`config.mk`:
```
export PLATFORM = sky130hd
export DESIGN_NAME = lockout_alarm
export DESIGN_NICKNAME = d
export VERILOG_FILES = /design/src/rtl/lockout_pkg.sv /design/src/rtl/lockout_tick_gen.sv /design/src/rtl/lockout_alarm.sv
export SDC_FILE = /design/constraint.sdc
export NUM_CORES = 1
export LEC_CHECK = 0
export ABC_AREA = 1
export BUFFER_PORTS_ARGS = -buffer_cell sky130_fd_sc_hd__buf_4
export CAP_MARGIN = 10
export CORE_MARGIN = 5
export CORE_UTILIZATION = 60
export CTS_BUF_LIST = sky130_fd_sc_hd__clkbuf_16
export DETAILED_ROUTE_END_ITERATION = 10
export GPL_ROUTABILITY_DRIVEN = 0
export PLACE_DENSITY_LB_ADDON = 0.3
export REMOVE_ABC_BUFFERS = 1
export SLEW_MARGIN = 25
export SYNTH_ARGS = -nofsm -noshare
export SYNTH_HDL_FRONTEND = slang
export SYNTH_HIERARCHICAL = 1
export SYNTH_SLANG_ARGS = --single-unit
```
`constraint.sdc`:
```
create_clock -name clk -period 2.7 [get_ports clk]
set_input_delay 0.54 -clock clk [delete_from_list [all_inputs] [get_ports clk]]
set_output_delay 0.54 -clock clk [all_outputs]
set_load 0.005 [all_outputs]
```
`src/rtl/lockout_pkg.sv`:
```
// Shared types and constants for the keypad lockout alarm.
package lockout_pkg;

    typedef enum logic [1:0] {
        IDLE,
        LOCK_SHORT,
        LOCK_LONG,
        ALARM
    } state_t;

    localparam int ALARM_THRESH  = 4;
    localparam int LONG_THRESH   = 3;
    localparam int TICKS_PER_SEC = 8;

endpackage

```
`src/rtl/lockout_tick_gen.sv`:
```
// Divides clk into an eighth-second tick and a one-second pulse; clr restarts both
// so a lockout can begin on an exact second boundary.
module lockout_tick_gen
    import lockout_pkg::*;
#(
    parameter int CLK_HZ = 50_000_000
) (
    input  logic clk,
    input  logic rst_n,
    input  logic clr,
    output logic tick8,
    output logic sec
);

    localparam int DIV = CLK_HZ / TICKS_PER_SEC;
    localparam int DW  = (DIV > 1) ? $clog2(DIV) : 1;

    logic [DW-1:0] div_reg;
    logic [2:0]    tcnt_reg;

    assign tick8 = (div_reg == DW'(DIV - 1));
    assign sec   = tick8 && (tcnt_reg == 3'(TICKS_PER_SEC - 1));

    always_ff @(posedge clk or negedge rst_n) begin
        if (!rst_n) begin
            div_reg  <= '0;
            tcnt_reg <= '0;
        end else if (clr) begin
            div_reg  <= '0;
            tcnt_reg <= '0;
        end else begin
            div_reg <= tick8 ? '0 : div_reg + 1'b1;
            if (tick8)
                tcnt_reg <= tcnt_reg + 1'b1;
        end
    end

endmodule

```
`src/rtl/lockout_alarm.sv`:
```
// Keypad wrong-entry lockout with escalating lockout times and an alarm state.
// Define LOCKOUT_IDLE_EN to build the idle-timeout indicator channel.
module lockout_alarm
    import lockout_pkg::*;
#(
    parameter int CLK_HZ = 50_000_000,
    parameter int ERR_W  = 4,
    parameter int T1_S   = 5,
    parameter int T2_S   = 30,
    parameter int IDLE_S = 30
) (
    input  logic             clk,
    input  logic             rst_n,
    input  logic             err_pulse,
    input  logic             ok_pulse,
    input  logic             admin_clr,
    input  logic             activity,
    output logic             locked,
    output logic             lock_led,
    output logic             idle_led,
    output logic [ERR_W-1:0] err_cnt,
    output logic [7:0]       lock_remain
);

    state_t           state_reg;
    logic [ERR_W-1:0] err_cnt_reg;
    logic [ERR_W-1:0] err_inc;
    logic [7:0]       lock_remain_reg;
    logic             locked_reg;
    logic             lock_led_reg;
    logic             lock_entry;
    logic             tick8;
    logic             sec;

    assign err_inc    = (err_cnt_reg == '1) ? err_cnt_reg : err_cnt_reg + 1'b1;
    assign lock_entry = (state_reg == IDLE) && err_pulse && !admin_clr;

    lockout_tick_gen #(.CLK_HZ(CLK_HZ)) tick_gen (
        .clk   (clk),
        .rst_n (rst_n),
        .clr   (lock_entry),
        .tick8 (tick8),
        .sec   (sec)
    );

    // lock_led doubles as the blink phase: set on entry, toggled every tick8.
    always_ff @(posedge clk or negedge rst_n) begin
        if (!rst_n) begin
            state_reg       <= IDLE;
            err_cnt_reg     <= '0;
            lock_remain_reg <= '0;
            locked_reg      <= 1'b0;
            lock_led_reg    <= 1'b0;
        end else if (admin_clr) begin
            state_reg       <= IDLE;
            err_cnt_reg     <= '0;
            lock_remain_reg <= '0;
            locked_reg      <= 1'b0;
            lock_led_reg    <= 1'b0;
        end else begin
            case (state_reg)
                IDLE: begin
                    locked_reg   <= 1'b0;
                    lock_led_reg <= 1'b0;
                    if (err_pulse) begin
                        err_cnt_reg  <= err_inc;
                        locked_reg   <= 1'b1;
                        lock_led_reg <= 1'b1;
                        if (32'(err_inc) >= ALARM_THRESH) begin
                            state_reg       <= ALARM;
                            lock_remain_reg <= '0;
                        end else if (32'(err_inc) == LONG_THRESH) begin
                            state_reg       <= LOCK_LONG;
                            lock_remain_reg <= 8'(T2_S);
                        end else begin
                            state_reg       <= LOCK_SHORT;
                            lock_remain_reg <= 8'(T1_S);
                        end
                    end else if (ok_pulse) begin
                        err_cnt_reg <= '0;
                    end
                end
                LOCK_SHORT, LOCK_LONG: begin
                    if (tick8)
                        lock_led_reg <= ~lock_led_reg;
                    if (sec) begin
                        if (lock_remain_reg <= 8'd1) begin
                            state_reg       <= IDLE;
                            lock_remain_reg <= '0;
                            locked_reg      <= 1'b0;
                            lock_led_reg    <= 1'b0;
                        end else begin
                            lock_remain_reg <= lock_remain_reg - 8'd1;
                        end
                    end
                end
                ALARM: begin
                    locked_reg      <= 1'b1;
                    lock_led_reg    <= 1'b1;
                    lock_remain_reg <= '0;
                end
                default: state_reg <= IDLE;
            endcase
        end
    end

    assign locked      = locked_reg;
    assign lock_led    = lock_led_reg;
    assign err_cnt     = err_cnt_reg;
    assign lock_remain = lock_remain_reg;

`ifdef LOCKOUT_IDLE_EN
    localparam int IW = $clog2(IDLE_S + 1);

    logic [IW-1:0] idle_sec_reg;
    logic          idle_blink_reg;
    logic          idle_led_reg;

    // Alternates between IDLE_S quiet seconds and IDLE_S blinking seconds.
    always_ff @(posedge clk or negedge rst_n) begin
        if (!rst_n) begin
            idle_sec_reg   <= '0;
            idle_blink_reg <= 1'b0;
            idle_led_reg   <= 1'b0;
        end else if (activity) begin
            idle_sec_reg   <= '0;
            idle_blink_reg <= 1'b0;
            idle_led_reg   <= 1'b0;
        end else if (sec && (idle_sec_reg == IW'(IDLE_S - 1))) begin
            idle_sec_reg   <= '0;
            idle_blink_reg <= ~idle_blink_reg;
            idle_led_reg   <= ~idle_blink_reg;
        end else begin
            if (sec)
                idle_sec_reg <= idle_sec_reg + 1'b1;
            if (idle_blink_reg && tick8)
                idle_led_reg <= ~idle_led_reg;
        end
    end

    assign idle_led = idle_led_reg;
`else
    logic unused_activity;
    assign unused_activity = activity;
    assign idle_led        = 1'b0;
`endif

endmodule

```
======== Word level (Yosys, flattened, before mapping) ========
Index checks and enable logic that the tools add are counted.
storage, ports and cells
  word-level logic and storage cells ...... 71
  bits of input ports ..................... 6
  bits in writable memories ............... 0
  register bits ........................... 42
  bits in latches ......................... 0
  memories kept ........................... 0
  ROM bits ................................ 0
operators by class
  divide/modulo/power cells ............... 0
  bitwise operators ....................... 1
  order comparisons ....................... 2
  reduce and logical (&&, ||, !) cells .... 14
  equal/unequal tests ..................... 10
  shift-type cells ........................ 0
  multiply operators ...................... 0
  $add $sub $neg .......................... 4
  multiplexer cells ....................... 33
operators by type and width
  kind                     count
  $mux W23                 2
  $mux W8                  4
  $pmux W8 S3              1
  $add A23 B1 Y23 const B  1
  $eq A23 B23 Y1 const B   1
  $mux W4                  5
  $mux W2                  6
  $mux W5                  2
  $ne A3 B3 Y1 const B     3
  $le A8 B1 Y1 const B     1
  $mux W1                  8
  $sub A8 B1 Y8 const B    1
  $mux W3                  2
  $pmux W1 S3              2
  $reduce_and A2 Y1        3
  $reduce_bool A3 Y1       2
  $add A4 B1 Y4 const B    1
  $eq A2 B2 Y1 const B     2
  $eq A4 B2 Y1 const B     1
  $eq A4 B4 Y1 const B     1
  $ge A4 B3 Y1 const B     1
  $pmux W2 S2              1
  $reduce_and A4 Y1        1
  $reduce_bool A2 Y1       2
  other kinds (8)          10

======== Logic depth before layout (Yosys ltp) ========
  word-level depth ........................ 8
  gate-level depth with buffers ........... 15
  mapped depth without buffers ............ 15

======== Modules after synthesis ========
Netlist, hierarchy kept.
by module, submodules not included
  module            times used  cells each  area an instance (sq um)
  lockout_tick_gen  1           201         1510.2
  lockout_alarm     1           173         1148.6

======== Least setup slack after synthesis ========
OpenSTA, ideal clock, no wires.
  path type ............................... register to register
  start ................................... register tick_gen.div_reg[0]
  end ..................................... register lock_remain_reg[6] (netlist: lock_remain[6])
  arrival time ............................ 1.648 ns
  buffers on the path ..................... 0
  path slack .............................. 0.931 ns
  stages on the path, launching flop included .. 15
  data required time ...................... 2.579 ns
  cells stage by stage .................... dfrtp_1 -> ha_1 -> nand2_2 -> nor2_4 -> nand2_2 -> nor2_4 -> nand2_2 -> nor2_1 -> inv_1 -> nand2_1 -> nand2_4 -> inv_4 -> nand4_1 -> o21ai_0 -> nor2_1
on the way
  longest elaborated chain between the ends .. 4
ends and longest elaborated chain
  what                         line                    RTL
  start, declared              lockout_tick_gen.sv:18  logic [DW-1:0] div_reg;
  start signal, assigned       lockout_tick_gen.sv:32  div_reg <= tick8 ? '0 : div_reg + 1'b1;
  $eq A23 B23 Y1               lockout_tick_gen.sv:21  assign tick8 = (div_reg == DW'(DIV - 1));
  $logic_and A1 B1 Y1          lockout_tick_gen.sv:22  assign sec = tick8 && (tcnt_reg == 3'(TICKS_PER_SEC - 1));
  named net sec                lockout_alarm.sv:33     logic sec;
  $ne A3 B3 Y1 (no line)       --
  $reduce_and A2 Y1 (no line)  --
  end signal, assigned         lockout_alarm.sv:74     lock_remain_reg <= 8'(T2_S);
  end signal, assigned         lockout_alarm.sv:77     lock_remain_reg <= 8'(T1_S);
  end signal, assigned         lockout_alarm.sv:93     lock_remain_reg <= lock_remain_reg - 8'd1;
  end, declared                lockout_alarm.sv:28     logic [7:0] lock_remain_reg;
The timed path passes the listed nets, and every way through them passes these cells.
A chain may end at the register's enable or synchronous reset.

======== Worst setup path in the final report ========
  start ................................... register tick_gen.div_reg[0]
  end ..................................... register lock_remain_reg[7] (netlist: lock_remain[7])
Same word-level chain as after synthesis.

==> results <==
- The flow ran to the end, and the final reports show no timing, DRC or antenna violations.
- The nature of the critical path endpoint is a flip-flop.
- The source of the worst register-to-register timing path is tick_gen/div_reg[0].
- The max-slew violation total from the final report is 0.
- The shortest period the worst path allows is about 2.0 ns.
- By startpoint and endpoint, the worst setup path is classified as flip-flop to flip-flop.
- Once placement finished, the instance area stood at 2830 um^2.
- The die outline area is about 5900 um^2.
- Ranked by total cell area, the synthesized netlist is headed by dfrtp_1 (40%), nand2_1 (16%), nor2_1 (9.5%).
- The register with the most flip-flops in the layout has 23 of them.
- In the finished design, the share of the clock period the worst path needs comes to 74.0%.
- Yosys printed 6 warnings.
- At the end of the flow, the number of nets in the layout was a little over 400.
- The clock-pin slew reported for the worst setup and hold paths after clock tree synthesis is 0.06 ns.
- The die is about 77 um wide.
- The share of synthesized flip-flops with an asynchronous set or reset is 100%.
- The clock net in this run drives a total of 42 sinks.
- Summing all non-filler instances in the final layout gives an area of 2970 um^2.
- In the final routing, the length of wire on met1 measures 2490 um.
- The pre-antenna-repair detailed-routing pass consisted of 4 iterations.
- For this run, the top clock speed supported by timing is ~500 MHz.
- The worst supply voltage drop on vdd is 0.669 mV.
- The initial antenna violation count is 0.
- After synthesis the netlist holds a flip-flop and latch count of between 40 and 50.
- The cell count after synthesis is 374.
- Counting distinct cell types in the post-synthesis netlist gives 31.
- The CTS tree is yes.
- Counting the buffers created by CTS gives 5.
- The count of H-tree levels built during CTS is 2.
- Setup violations remaining at the end of the flow were counted as 0.
- For the final routed database, the setup TNS stands at 0 ns.
- The endpoint identified for the worst register-to-register timing path is lock_remain[7].
- Post-CTS timing repair inserted 0 buffers for setup.
- Entering global routing, the biggest net connects 43 pins.
- The count of buffers from port buffering is 18.
- For this run, the leading register cell type out of synthesis is dfrtp_1.
- The least setup slack across all paths after layout is 0.702 ns.
- Buffers inserted to repair hold after CTS numbered 0.
- The worst setup slack before clock tree synthesis is 0.690 ns.
- The overall overflow remaining after global route is 0.
- The post-cts sizing count is 0.
- The half-perimeter wire length of the detailed placement result is 3980 um.
- In the detailed route, the total length drawn on met2 is 2600 um.
- The clock root buffer is clkbuf_16.
- The min-delay analysis places its worst path in the category primary input to async pin.
- The depth of the most critical reg-to-reg path is 13.
- During I/O placement, the number of pins put on the boundary was 21.
- The initial standard-cell utilization of the core is 61.5%.
- Counting flops with a built-in enable in the synthesized netlist gives 0.
- The floorplan has 24 rows.
- Detailed routing placed a total of 218 um of wire on met3.
- The core outline area is 4320 um^2.
- The number of nets with antenna violations after detailed routing is 0.
- The count of final hold-check violations came to 0.
- The via density per instance is ~5.2.
- The number of global-route vias before repair came to ~2.1k.
- The worst setup path is launched from a flip-flop.
- The count of unresolved DRC violations after routing is 0.
- The detailed router finished its first iteration with 140 violations.
- Clock skew on the completed layout was measured at approximately 0.009 ns.
- For the pin with the worst max-slew slack, the measured transition is 0.545 ns.
- The top layer reached by signal wires is met4.
- Clock latency on the worst-skew pair, taken at its later pin, is 0.29 ns.
- The buffer levels on the longest clock path is 2.
- The wire length of the first global-routing pass is 9320 um.
- The final routed wire length divided by cell count is 12.0 um.
- The worst relative slew slack is 63.3%.
- The count of max-cap constraint violations is 0.
- STA puts the critical path data required time at roughly 2.9 ns.
- The final antenna diode count is 0.
- Setup repair after global routing left no endpoint under its margin.
- The share of Yosys cell area claimed by the top area cell type is 39.5%.
- Cells with a size suffix above 1 make up 15.1% of the layout.
- In this run the static leakage power is 1.50 nW.
- The power density relative to cell area is 787 nW/um^2.
- The total routing resource utilization after global routing is roughly a fifth.
- The setup slack of the worst register-to-register path is 0.70 ns.
- The synthesized netlist occupies a cell area of 2660 um^2.
- The library cell occupying the most area in the post-synthesis netlist is dfrtp_1.
- The biggest fanout along the worst timing path is 10.
- The layout-stage area growth over the synthesis result is 11.6%.
- The final wirelength is between 5000 and 6000 um.
- The total via count in the routed design is 2,321.
- Across all hold checks on the routed design, the worst slack comes to 0.229 ns.
- STA puts the critical path data arrival time at approximately 2.2 ns.
- Measured along the y axis, the die boundary spans 76.6 um.
- For this run, the register share of the synthesized area comes to 39.5%.
- The average instance area after synthesis is 7.11 um^2.
==> critical path: stages (launching register included) <==
cell,delay (ns)
dfrtp_1,0.37
ha_1,0.19
nand2_2,0.09
nor2_4,0.16
nand2_2,0.09
nor2_4,0.13
nand2_2,0.09
nor2_1,0.10
inv_1,0.06
nand2_1,0.14
nand2_4,0.11
inv_4,0.12
nand3_1,0.11
o22ai_1,0.15
==> area by class of cell <==
type,instances,area (um^2)
clock buffers,5,125
repair buffers,19,143
multi-input cells,282,1400
well taps,52,65.1
clock inverters,3,12.5
flip-flops and latches,42,1050
fillers,367,1360
inverters,46,175
==> power by group <==
group	leakage, nW	switching (W)	internal (W)	total [W]
logic	0.852	0.000573	0.000349	0.000922
clock network	0.0724	0.000234	0.000334	0.000568
registers	0.571	0.000110	0.000735	0.000845
==> stage by stage <==
step / std cells / total power [W] / util (%)
2_1_floorplan: 370 / 0.00151 / -
3_3_place_gp: 441 / 0.00174 / 65.4
3_5_place_dp: 441 / 0.00177 / 65.4
4_1_cts: 449 / 0.00235 / 68.6
5_1_grt: 449 / 0.00253 / 68.6
6_report: 449 / 0.00234 / 68.6
==> synthesized netlist by cell type, types with 3 or more instances <==
| cell type | n |
|---|---|
| nor2_4 | 4 |
| inv_1 | 42 |
| nand4_1 | 5 |
| nor2_1 | 67 |
| o21ai_1 | 3 |
| xnor2_1 | 4 |
| ha_1 | 8 |
| nor3_1 | 5 |
| nand2_2 | 13 |
| xor2_1 | 7 |
| nor2_2 | 9 |
| a21oi_1 | 3 |
| inv_2 | 3 |
| o22ai_1 | 4 |
| nand3_1 | 18 |
| dfrtp_1 | 42 |
| o21ai_0 | 6 |
| nand2_1 | 114 |
==> kinds of logic after synthesis <==
logic type               count (synthesis)  synth area share [%]
XOR/XNOR                                11                  3.62
flip-flops                              42                  39.5
buffers and inverters                   50                  8.00
other                                    1                 0.141
AND/OR/NAND/NOR                        243                  40.8
AO/OA/AOI/OAI                           19                  4.09
adder cells (fa/ha/maj)                  8                  3.76
==> worst max-delay path by stage <==
stage	start	endpoint	slack [ns]	cells past startpoint
6_report	tick_gen/div_reg[0]	lock_remain[7]	0.70	13
5_1_grt	tick_gen/div_reg[0]	lock_remain[7]	0.49	13
4_1_cts	tick_gen/div_reg[0]	lock_remain[7]	0.68	13
3_5_place_dp	tick_gen/div_reg[0]	lock_remain[7]	0.69	13
3_3_place_gp	tick_gen/div_reg[0]	lock_remain[5]	0.75	13
2_1_floorplan	tick_gen/div_reg[0]	lock_remain[6]	0.93	14
==> placed cells by master, fill, tap and decap left out, drive strengths merged <==
cell type    n
nand2      129
nor2        80
inv         47
dfrtp       42
buf         19
nand3       19
o21ai        9
ha           8
xor2         7
nor3         6
nand4        5
clkbuf       5
o22ai        4
xnor2        4
a21oi        4
nand3b       2
clkinv       2
and2         1
a31oi        1
conb         1
a311oi       1
nor3b        1
==> routing by layer <==
| metal | global-route usage [%] | vias up |
|---|---|---|
| li1 | - | 1203 |
| met1 | 24.4 | 1077 |
| met2 | 32.0 | 32 |
| met3 | 4.26 | 9 |
| met4 | 6.99 | 0 |
| met5 | 0 | - |
Power figures use the tool's default switching activity.
